--- config.mk ---
export PLATFORM = sky130hd
export DESIGN_NAME = debug_controller
export DESIGN_NICKNAME = d
export VERILOG_FILES = /design/src/rtl/debug_pkg.sv /design/src/rtl/debug_tx_serializer.sv /design/src/rtl/debug_controller.sv
export SDC_FILE = /design/constraint.sdc
export NUM_CORES = 1
export LEC_CHECK = 0
export ABC_AREA = 0
export CAP_MARGIN = 20
export CORE_AREA = 2 2 119 121
export DETAILED_ROUTE_END_ITERATION = 8
export DIE_AREA = 0 0 121 123
export GPL_TIMING_DRIVEN = 0
export PLACE_DENSITY = 0.65
export SKIP_CTS_REPAIR_TIMING = 1
export SLEW_MARGIN = 20
export SYNTH_ARGS = -nofsm -noshare
export SYNTH_HDL_FRONTEND = slang
export SYNTH_SLANG_ARGS = --single-unit
export TNS_END_PERCENT = 5
--- constraint.sdc ---
create_clock -name clk -period 3.3 [get_ports clk]
set_input_delay 0.66 -clock clk [delete_from_list [all_inputs] [get_ports clk]]
set_output_delay 0.66 -clock clk [all_outputs]
set_load 0.005 [all_outputs]
--- src/rtl/debug_pkg.sv ---
// Shared constants and types for the UART debug controller.
// DEBUG_CYCLE_COUNT_EN widens the RUN/STEP dump to PC plus cycle count.
package debug_pkg;

  localparam logic [2:0] ST_IDLE      = 3'd0;
  localparam logic [2:0] ST_LOAD_CNT  = 3'd1;
  localparam logic [2:0] ST_LOAD_DATA = 3'd2;
  localparam logic [2:0] ST_RUN       = 3'd3;
  localparam logic [2:0] ST_STEP      = 3'd4;
  localparam logic [2:0] ST_SEND      = 3'd5;

  localparam logic [7:0] CMD_LOAD = 8'h4C;
  localparam logic [7:0] CMD_RUN  = 8'h52;
  localparam logic [7:0] CMD_STEP = 8'h53;
  localparam logic [7:0] CMD_HALT = 8'h48;

`ifdef DEBUG_CYCLE_COUNT_EN
  localparam int unsigned PAYLOAD_BYTES = 8;
`else
  localparam int unsigned PAYLOAD_BYTES = 4;
`endif

  // One transmit job: up to 8 bytes, LSB first.
  typedef struct packed {
    logic [63:0] data;
    logic [3:0]  nbytes;
  } tx_req_t;

endpackage

--- src/rtl/debug_tx_serializer.sv ---
// Streams up to 8 bytes of a latched snapshot to the UART transmitter, LSB first,
// one tx_start per byte; done fires combinationally with the final tx_done.
module debug_tx_serializer
  import debug_pkg::*;
(
  input  logic       clk,
  input  logic       reset,
  input  logic       start,
  input  tx_req_t    req,
  input  logic       tx_done,
  output logic [7:0] tx_data,
  output logic       tx_start,
  output logic       done
);

  logic [55:0] shreg;
  logic [3:0]  rem;
  logic        busy;

  assign done = busy && tx_done && (rem == 4'd0);

  always_ff @(posedge clk) begin
    if (reset) begin
      tx_data  <= 8'h00;
      tx_start <= 1'b0;
      shreg    <= '0;
      rem      <= 4'd0;
      busy     <= 1'b0;
    end else begin
      tx_start <= 1'b0;
      if (start) begin
        tx_data  <= req.data[7:0];
        shreg    <= req.data[63:8];
        rem      <= req.nbytes - 4'd1;
        tx_start <= 1'b1;
        busy     <= 1'b1;
      end else if (busy && tx_done) begin
        if (rem == 4'd0) begin
          busy <= 1'b0;
        end else begin
          tx_data  <= shreg[7:0];
          shreg    <= {8'h00, shreg[55:8]};
          rem      <= rem - 4'd1;
          tx_start <= 1'b1;
        end
      end
    end
  end

endmodule

--- src/rtl/debug_controller.sv ---
// UART-side debug controller: loads imem words, runs/steps the datapath, dumps PC.
// Define DEBUG_CYCLE_COUNT_EN to append the 32-bit cpu_en cycle count to each dump.
module debug_controller
  import debug_pkg::*;
#(
  parameter int         IMEM_ADDR_W = 8,
  parameter logic [7:0] ACK_BYTE    = 8'h4B
) (
  input  logic                   clk,
  input  logic                   reset,
  input  logic [7:0]             rx_data,
  input  logic                   rx_done,
  input  logic                   tx_done,
  input  logic                   halt,
  input  logic [31:0]            pc,
  output logic [7:0]             tx_data,
  output logic                   tx_start,
  output logic                   cpu_en,
  output logic                   cpu_rst,
  output logic                   imem_we,
  output logic [IMEM_ADDR_W-1:0] imem_addr,
  output logic [31:0]            imem_wdata
);

  logic [2:0]             state, state_nxt;
  logic [7:0]             wcnt;
  logic [IMEM_ADDR_W-1:0] widx;
  logic [1:0]             bidx;
  logic [23:0]            wbuf;
  logic                   last_wr;
  logic                   last_word;
  logic                   stop;
  logic                   ser_start, ser_done;
  tx_req_t                ser_req;
  logic [31:0]            cyc_snap;

  assign stop      = halt || (rx_done && (rx_data == CMD_HALT));
  assign last_word = (32'(widx) == (32'(wcnt) - 32'd1));

`ifdef DEBUG_CYCLE_COUNT_EN
  logic [31:0] cyc_cnt, cyc_next;

  // Snapshot includes the increment of the edge that stops the core.
  assign cyc_next = cyc_cnt + {31'd0, cpu_en};
  assign cyc_snap = cyc_next;

  always_ff @(posedge clk) begin
    if (reset || (state == ST_LOAD_CNT && state_nxt == ST_LOAD_DATA))
      cyc_cnt <= 32'd0;
    else
      cyc_cnt <= cyc_next;
  end
`else
  assign cyc_snap = 32'd0;
`endif

  always_comb begin
    state_nxt = state;
    ser_start = 1'b0;
    ser_req   = '0;
    case (state)
      ST_IDLE: begin
        if (rx_done) begin
          case (rx_data)
            CMD_LOAD: state_nxt = ST_LOAD_CNT;
            CMD_RUN:  state_nxt = ST_RUN;
            CMD_STEP: state_nxt = ST_STEP;
            default:  state_nxt = ST_IDLE;
          endcase
        end
      end
      ST_LOAD_CNT: begin
        if (rx_done) state_nxt = (rx_data == 8'h00) ? ST_IDLE : ST_LOAD_DATA;
      end
      ST_LOAD_DATA: begin
        if (last_wr) begin
          state_nxt      = ST_SEND;
          ser_start      = 1'b1;
          ser_req.data   = {56'd0, ACK_BYTE};
          ser_req.nbytes = 4'd1;
        end
      end
      ST_RUN, ST_STEP: begin
        if (state == ST_STEP || stop) begin
          state_nxt      = ST_SEND;
          ser_start      = 1'b1;
          ser_req.data   = {cyc_snap, pc};
          ser_req.nbytes = 4'(PAYLOAD_BYTES);
        end
      end
      ST_SEND: begin
        if (ser_done) state_nxt = ST_IDLE;
      end
      default: state_nxt = ST_IDLE;
    endcase
  end

  always_ff @(posedge clk) begin
    if (reset) begin
      state      <= ST_IDLE;
      cpu_en     <= 1'b0;
      cpu_rst    <= 1'b0;
      imem_we    <= 1'b0;
      imem_addr  <= '0;
      imem_wdata <= 32'd0;
      wcnt       <= 8'd0;
      widx       <= '0;
      bidx       <= 2'd0;
      wbuf       <= 24'd0;
      last_wr    <= 1'b0;
    end else begin
      state   <= state_nxt;
      cpu_rst <= (state_nxt == ST_LOAD_CNT) || (state_nxt == ST_LOAD_DATA);
      cpu_en  <= 1'b0;
      imem_we <= 1'b0;
      last_wr <= 1'b0;
      case (state)
        ST_IDLE: begin
          // A run entered with halt already high never enables the core.
          if (rx_done && (rx_data == CMD_STEP || (rx_data == CMD_RUN && !halt)))
            cpu_en <= 1'b1;
        end
        ST_LOAD_CNT: begin
          if (rx_done) begin
            wcnt <= rx_data;
            widx <= '0;
            bidx <= 2'd0;
          end
        end
        ST_LOAD_DATA: begin
          if (rx_done && !last_wr) begin
            bidx <= bidx + 2'd1;
            if (bidx == 2'd3) begin
              imem_we    <= 1'b1;
              imem_addr  <= widx;
              imem_wdata <= {rx_data, wbuf};
              widx       <= widx + IMEM_ADDR_W'(1);
              last_wr    <= last_word;
            end else begin
              wbuf <= {rx_data, wbuf[23:8]};
            end
          end
        end
        ST_RUN: cpu_en <= !stop;
        default: ;
      endcase
    end
  end

  debug_tx_serializer u_ser (
    .clk      (clk),
    .reset    (reset),
    .start    (ser_start),
    .req      (ser_req),
    .tx_done  (tx_done),
    .tx_data  (tx_data),
    .tx_start (tx_start),
    .done     (ser_done)
  );

endmodule

==> summary by stage, run 1 <==
STA
The worst slew margin relative to its limit is a little under three fifths. For the pin with the worst max-slew slack, the measured transition is ~0.64 ns. Based on the critical path, the design can be clocked at up to approximately 340 MHz. Setup slack closes at 0.318 ns. The final-report setup violation count is 0. The final count of hold timing violations came to 0. The worst path uses between 90% and 100% of the clock period. After routing, the total negative slack on setup checks comes to 0 ns.

The final-report max-slew violation count is 0. The worst clock skew on the final layout is between 0.009 and 0.01 ns. Subtracting the final worst setup slack from the clock period gives 2.98 ns. Setup repair after global routing left no endpoint under its margin.

Clocking
The number of CTS-inserted buffers is 17. TritonCTS built the clock tree. The total clock sinks is 127.

Clock-pin slew was measured on the worst setup and hold paths at about 0.06 ns. The clock passes through at most 2 buffers. The source-to-sink clock delay at the later pin of the worst-skew pair is 0.42 ns. The root buffer cell chosen for the clock tree is sky130_fd_sc_hd__clkbuf_16. The H-tree depth is 4.

Synth
The average cell area after synthesis is between 8 and 9 sq um. The synthesized design contains 0 enable-type register cells. During synthesis, Yosys emitted a total of 0 warnings. Of all flip-flops after synthesis, the portion carrying an async set or reset was 0%. Synthesis instantiated 55 different standard cells from the library. The proportion of synthesized chip area in sequential cells is around 47%. The cell area that synthesis handed to floorplanning was ~5400 sq um. Counting flops and latches in the post-synthesis netlist gives approximately 130. The fraction of post-synthesis cell area in the top cell type by area is 47.3%. The cell count after synthesis is around 650. The number of nets handed over by synthesis was just under 700. After synthesis, the cell types taking the most area are sky130_fd_sc_hd__dfxtp_1 47%, sky130_fd_sc_hd__nand2_1 11%, sky130_fd_sc_hd__a21oi_1 7.9%.

The flip-flop cell with the highest count after synthesis is sky130_fd_sc_hd__dfxtp_1. The dominant cell type by area after synthesis is sky130_fd_sc_hd__dfxtp_1.

Finish
The number of diodes is 0. The post-route non-filler standard cell count is 952. The layout overhead on the synthesized area is 32.5%.

Counting the fill cells in the layout gives approximately 1300. The commonest non-fill, non-tap cell in the layout is sky130_fd_sc_hd__nand2_1. Once layout is done, the placed cells without fillers occupy 7120 sq um. The proportion of layout cells with a drive suffix above 1 is a little over a tenth. The library cells used most frequently in the layout, excluding fill and tap cells, are 159 x sky130_fd_sc_hd__nand2_1, 127 x sky130_fd_sc_hd__dfxtp_1, 95 x sky130_fd_sc_hd__clkdlybuf4s50_1. Once layout is complete, the utilization of the core stands at 52.3%. The net count of the finished layout is 809.

Run
The total of max-cap violations is 0.

Global route
The number of antenna violations at the first check in global routing is 0. The first global-routing pass estimated about 23 mm of wire. The overall track demand over capacity in global routing is between 10% and 20%. For this run the aggregate overflow at the end of global routing stands at 0.

The number of global-route vias before repair is around 4700. Entering global routing, the biggest net connects 17 pins.

Status
The run finished with clean final reports.

Floorplan
The width of the die is approximately 120 microns. The die outline height is ~120 microns. In this run the core area contains 43 standard-cell rows. The floorplan step defined a core boundary enclosing approximately 14000 sq um.

Once the floorplan was initialized, standard cells occupied slightly below 40% of the core. The die covers 14900 sq um. During I/O placement, the number of pins put on the boundary was 97.

Placement
Detailed placement finished with a half-perimeter wire length of between 10 and 15 mm. During placement, the flow inserted port buffers numbering between 90 and 100. After detailed placement, the total cell area comes to 6550 sq um. The routability congestion estimate is around 0.88. The worst slack at placement is -0.0849 ns. Counting tap cells, the placed design contains a total of 921 instances.

Hold path
The path type of the worst min-delay path is reg -> reg.

Routing
The count of TritonRoute iterations in the first routing pass is 5. In the routed design, unresolved DRC markers number 0. Dividing the detail-routed wire length by the instance count gives between 15 and 20 microns. In this run the remaining antenna-violating nets after routing total 0. The via-per-instance ratio is around 5.2. The detailed router placed 4922 vias in this run.

For this block, the routed nets add up to ~14 mm of wire. The violation count after the first detailed-routing iteration is 307.

Critical path
The maximum fanout count along the critical path is 10. The worst endpoint required time is ~3.6 ns. STA classifies the critical path startpoint as a primary input. STA puts the critical path data arrival time at around 3.3 ns.

The critical path in this run is classified as in -> reg. The critical path endpoint category is a flip-flop.

Power and ir drop
The worst vdd rail ir drop is 0.407 mV. The leakage power total is roughly 2.5 nW. Dividing total power by cell area gives a power density of roughly 500 nW/um^2.
[power by group]
part / total (mW) / internal, mW / switching (mW)
combinational: 0.127 / 0.0610 / 0.0660
clock: 1.81 / 1.11 / 0.701
sequential: 1.54 / 1.54 / 0.00161
[final timing paths]
| check | slack [ns] | from | to | cells past startpoint |
|---|---|---|---|---|
| setup / recovery | 0.32 | rx_data[6] | u_ser.rem[2] | 11 |
| hold / removal | 0.45 | imem_wdata[0] | imem_wdata[0] | 2 |
| setup reg to reg | 0.82 | state[2] | u_ser.rem[2] | 11 |
| hold reg to reg | 0.45 | imem_wdata[0] | imem_wdata[0] | 2 |
[flip-flops by register name, indices dropped and copies added, names as in the netlist]
register	count
imem_wdata	32
u_ser.shreg	24
wbuf	24
imem_addr	8
u_ser.tx_data	8
wcnt	8
widx	8
u_ser.rem	4
state	3
bidx	2
cpu_en	1
cpu_rst	1
imem_we	1
last_wr	1
u_ser.busy	1
u_ser.tx_start	1
[cells in the mapped netlist, types with 2 or more instances]
| cell | n |
|---|---|
| sky130_fd_sc_hd__nand4_1 | 7 |
| sky130_fd_sc_hd__buf_4 | 3 |
| sky130_fd_sc_hd__a31oi_1 | 7 |
| sky130_fd_sc_hd__o211ai_1 | 2 |
| sky130_fd_sc_hd__and4_1 | 2 |
| sky130_fd_sc_hd__nand2b_1 | 4 |
| sky130_fd_sc_hd__xor2_1 | 8 |
| sky130_fd_sc_hd__a221oi_1 | 2 |
| sky130_fd_sc_hd__a22oi_1 | 20 |
| sky130_fd_sc_hd__ha_1 | 4 |
| sky130_fd_sc_hd__nand2_1 | 159 |
| sky130_fd_sc_hd__inv_1 | 5 |
| sky130_fd_sc_hd__buf_2 | 14 |
| sky130_fd_sc_hd__or3_1 | 5 |
| sky130_fd_sc_hd__nor4_2 | 3 |
| sky130_fd_sc_hd__nor4b_1 | 3 |
| sky130_fd_sc_hd__dfxtp_1 | 127 |
| sky130_fd_sc_hd__nor2_1 | 62 |
| sky130_fd_sc_hd__xnor2_1 | 9 |
| sky130_fd_sc_hd__a32oi_1 | 9 |
| sky130_fd_sc_hd__buf_6 | 3 |
| sky130_fd_sc_hd__nor2b_1 | 2 |
| sky130_fd_sc_hd__and3_1 | 3 |
| sky130_fd_sc_hd__nand3_1 | 11 |
| sky130_fd_sc_hd__o21ai_0 | 6 |
| sky130_fd_sc_hd__mux2_2 | 22 |
| sky130_fd_sc_hd__nor3_1 | 5 |
| sky130_fd_sc_hd__a21oi_1 | 85 |
| sky130_fd_sc_hd__a211oi_1 | 4 |
| sky130_fd_sc_hd__clkbuf_1 | 24 |
| sky130_fd_sc_hd__nand4b_1 | 2 |
[cell type report]
type                            count  area, sq um  share of cell area (%)
Multi-Input combinational cell    469         2590                    36.4
Sequential cell                   127         2540                    35.7
Timing Repair Buffer               95          951                    13.4
Clock buffer                       18          429                    6.03
Tap cell                          180          225                    3.16
Buffer                             44          216                    3.04
Clock inverter                     13          141                    1.99
Inverter                            6         22.5                   0.316
[per-layer routing]
metal  vias up  global-route usage [%]  share of wire, %  wire length (microns)
met5         -                       0                 0                      0
met4         0                    7.12               1.5                    216
met3        14                    5.44               6.4                    924
met2       145                    34.4                49                   7050
met1      2309                    23.7                43                   6300
li1       2454                       -                 -                      -
[cell families after synthesis]
logic type / synth area share, %
AO/OA/AOI/OAI: 16.9
XOR/XNOR: 2.77
adder cells (fa/ha/maj): 0.932
buffers and inverters: 4.45
flip-flops: 47.3
multiplexers: 4.61
AND/OR/NAND/NOR: 23.0
[worst max-delay path: stages]
cell                              delay (ns)
sky130_fd_sc_hd__clkdlybuf4s50_1        0.60
sky130_fd_sc_hd__and3_4                 0.29
sky130_fd_sc_hd__a31o_4                 0.26
sky130_fd_sc_hd__a211oi_4               0.41
sky130_fd_sc_hd__buf_2                  0.32
sky130_fd_sc_hd__nand2_1                0.09
sky130_fd_sc_hd__ha_1                   0.22
sky130_fd_sc_hd__o31ai_1                0.08
sky130_fd_sc_hd__a211oi_1               0.06
sky130_fd_sc_hd__o21ai_0                0.16
sky130_fd_sc_hd__a21oi_1                0.08
[per-stage QoR]
step / power, mW / hold slack [ns]
5_1_grt: 3.57 / 0.471
4_1_cts: 3.50 / 0.455
2_1_floorplan: 1.61 / 0.432
3_3_place_gp: 1.70 / 0.442
3_5_place_dp: 1.70 / 0.448
6_report: 3.47 / 0.452
Power figures use the tool's default switching activity.
==> inputs of run 2 (changes only) <==
--- a/config.mk
+++ b/config.mk
@@ -7,9 +7,9 @@
 export LEC_CHECK = 0
 export ABC_AREA = 0
 export CAP_MARGIN = 20
-export CORE_AREA = 2 2 119 121
+export CORE_AREA = 2 2 126 115
 export DETAILED_ROUTE_END_ITERATION = 8
-export DIE_AREA = 0 0 121 123
+export DIE_AREA = 0 0 128 117
 export GPL_TIMING_DRIVEN = 0
 export PLACE_DENSITY = 0.65
 export SKIP_CTS_REPAIR_TIMING = 1
==> run 2 against run 1 <==
  * Via count increased by 1.1%
  * Global-route usage fell by 0.072 points
  * Critical path depth unchanged
  * Clock power grew 13%
  * Power rose by 7.1%
  * Routed wire length barely moved
  * Clock skew shrank 0.0031 ns
  * Sequential cell count unchanged
  * Sequential share of layout area is 0.36 points lower
  * Clock-buffer cell count is 1 higher
  * First-iteration DRC count decreased by 0.98%
  * Highest routed layer unchanged
==> summary by stage, run 2 (synthesized netlist as in run 1, its figures left out) <==
Routing
The via-per-instance ratio is 5.26. The detailed router placed a little under 5000 vias in this run. The count of TritonRoute iterations in the first routing pass is 7. The violation count after the first detailed-routing iteration is just over 300.

In the final routed layout, each cell accounts on average for 15.3 microns. The final antenna-violating net count is 0. In the routed design, unresolved DRC markers number 0.

After detailed routing, the total wire length is approximately 14 mm.

Finish
The commonest non-fill, non-tap cell in the layout is sky130_fd_sc_hd__nand2_1. The register with the most flip-flops in the layout has 32 of them. The largest registers in the layout are imem_wdata: 32 flops, u_ser.shreg: 24 flops, wbuf: 24 flops. With fillers left out, the area of the finished cells amounts to roughly 7200 sq um. After the last flow step, the layout net total stands at about 800.

Ranked by flip-flop count, first place goes to imem_wdata. The number of diodes is 0. The filler cell count in the final layout is 1253. The area growth from synthesis to layout is 33.9%. In the final layout, the multi-input gates occupy 2590 sq um. In the layout the commonest cells are 159 x sky130_fd_sc_hd__nand2_1, 127 x sky130_fd_sc_hd__dfxtp_1, 95 x sky130_fd_sc_hd__clkdlybuf4s50_1. Registers take ~2500 sq um.

Of the cells placed in the final design, the portion with a size suffix greater than 1 is a little over a tenth.

Placement
The worst slack at placement is -0.0731 ns. The post-place instance area is 6540 sq um. During placement, the flow inserted port buffers numbering 95. After legalization and detailed placement, the total HPWL measured slightly above 10 mm.

The routability congestion estimate is approximately 0.84.

STA
The actual transition at the worst max-transition pin is ~0.67 ns. The post-layout worst setup margin is ~0.34 ns. The final-report max-slew violation count is 0. The maximum frequency from static timing analysis is between 300 and 400 MHz. The final-report setup violation count is 0.

The final count of hold timing violations is 0. Setup repair after global routing left no endpoint under its margin. The worst clock skew on the final layout is ~0.006 ns. Headroom to the max-slew limit came out at between 50 and 60%.

Of the available clock period, the critical path in the final layout requires between 80 and 90%. Subtracting the final worst setup slack from the clock period gives between 2 and 3 ns.

Floorplan
The width of the die is 128 microns. The row count is around 40. For this design the top-level I/O count stands at 97. The die outline height is between 100 and 150 microns. The total die area is approximately 15000 sq um. The area of the core region is around 14000 sq um. The starting density of the core is between 30% and 40%.

Run
Max-cap violations in this run came to 0.

Global route
The number of global-route vias before repair was approximately 4600. Across every metal layer, demand over resource in global routing totals about 20%. The first global-routing pass estimated around 23 mm of wire. The number of antenna violations at the first check in global routing is 0.

The total global routing overflow is 0. Entering global routing, the biggest net connects 17 pins.

Power and ir drop
The leakage power total is approximately 2.5 nW. The design draws ~3.7 mW. VDD sags by at most ~0.37 mV. The ratio of total power to cell area is about 520 nW/um^2.

Critical path
The kind of start point of the critical path is a primary input. The critical path goes through clkdlybuf4s50_1, nor4_2, a31o_4, a211oi_4, buf_2, nand2_1, ha_1, o31ai_1, a211oi_1, o21ai_0, a21oi_1. The launching element of the worst setup path is rx_data[0]. The startpoint of the most critical register-to-register path is state[2]. The critical path ends at u_ser.rem[2]. In this run the number of cells on the critical path is 11. The worst endpoint required time is 3.57 ns. On the critical path the largest part of the delay comes from compound AO/OA/AOI/OAI gates. The setup slack on the worst flop-to-flop path is about 0.82 ns. The longest individual stage delay on the worst path is approximately 0.70 ns. The maximum fanout count along the critical path is 10. By startpoint and endpoint, the worst setup path is classified as in -> reg. STA classifies the critical path endpoint as a flip-flop.

The endpoint arrival time on the critical path is 3.23 ns. Measured in cells, the most critical reg-to-reg path has a length of 11. The count of buffer and inverter cells on the critical path is 2. The worst reg2reg path endpoint is u_ser.rem[2]. The slowest stage of the critical path belongs to the cell sky130_fd_sc_hd__clkdlybuf4s50_1.

Clocking
The H-tree depth is 4. The total clock sinks is 127. No sink is reached through more buffers than the 2 on the longest clock path.

The clock-pin slew reported for the worst setup and hold paths after clock tree synthesis is 0.06 ns. The number of CTS-inserted buffers is 17. The clock tree from TritonCTS is done. The cell sitting at the root of the clock tree is a sky130_fd_sc_hd__clkbuf_16.

Clock latency on the worst-skew pair, taken at its later pin, is 0.42 ns.

Hold path
The worst hold path startpoint is imem_wdata[10]. The path type of the worst min-delay path is reg -> reg.

Status
The flow ran to the end, and the final reports show no timing, DRC or antenna violations.
## run 2: cell type report
class | count | share of cell area [%]
Timing Repair Buffer | 95 | 13.2
Buffer | 44 | 3.01
Inverter | 6 | 0.313
Clock buffer | 19 | 6.30
Sequential cell | 127 | 35.4
Clock inverter | 13 | 2.78
Tap cell | 172 | 2.99
Multi-Input combinational cell | 469 | 36.0
## run 2: worst min-delay path, cell delays in order, from the launching register on
cell and delay [ns]:
sky130_fd_sc_hd__dfxtp_1 0.31, sky130_fd_sc_hd__nand2_1 0.05, sky130_fd_sc_hd__a21oi_1 0.05
## run 2: layer usage
layer  vias to the layer above  routed length (microns)  global-route usage, %
met4                         0                      172                   7.99
met5                         -                        0                      0
met2                       149                     6780                   32.3
met3                        17                      790                   4.82
li1                       2459                        -                      -
met1                      2350                     6740                   25.5
## run 2: worst min path at each step
stage,end,depth (start not counted),slack [ns]
after detailed placement,imem_wdata[10],2,0.45
final,imem_wdata[10],2,0.45
after floorplan,imem_wdata[0],2,0.43
after CTS,imem_wdata[10],2,0.46
after global placement,imem_wdata[3],2,0.44
after global routing,imem_wdata[7],2,0.47
## run 2: through the flow
step	std cells	utilization [%]	hold WS [ns]	setup TNS, ns
2_1_floorplan	646	-	0.432	0
3_3_place_gp	913	47.5	0.444	-0.0278
3_5_place_dp	913	47.5	0.448	-0.0731
4_1_cts	945	52.3	0.456	0
5_1_grt	945	52.3	0.468	0
6_report	945	52.3	0.452	0
## run 2: report_power, final
group / total [mW] / switching [mW] / internal, mW
sequential: 1.54 / 0.00164 / 1.54
combinational: 0.127 / 0.0662 / 0.0610
clock: 2.05 / 0.730 / 1.32
total: 3.72 / 0.798 / 2.92
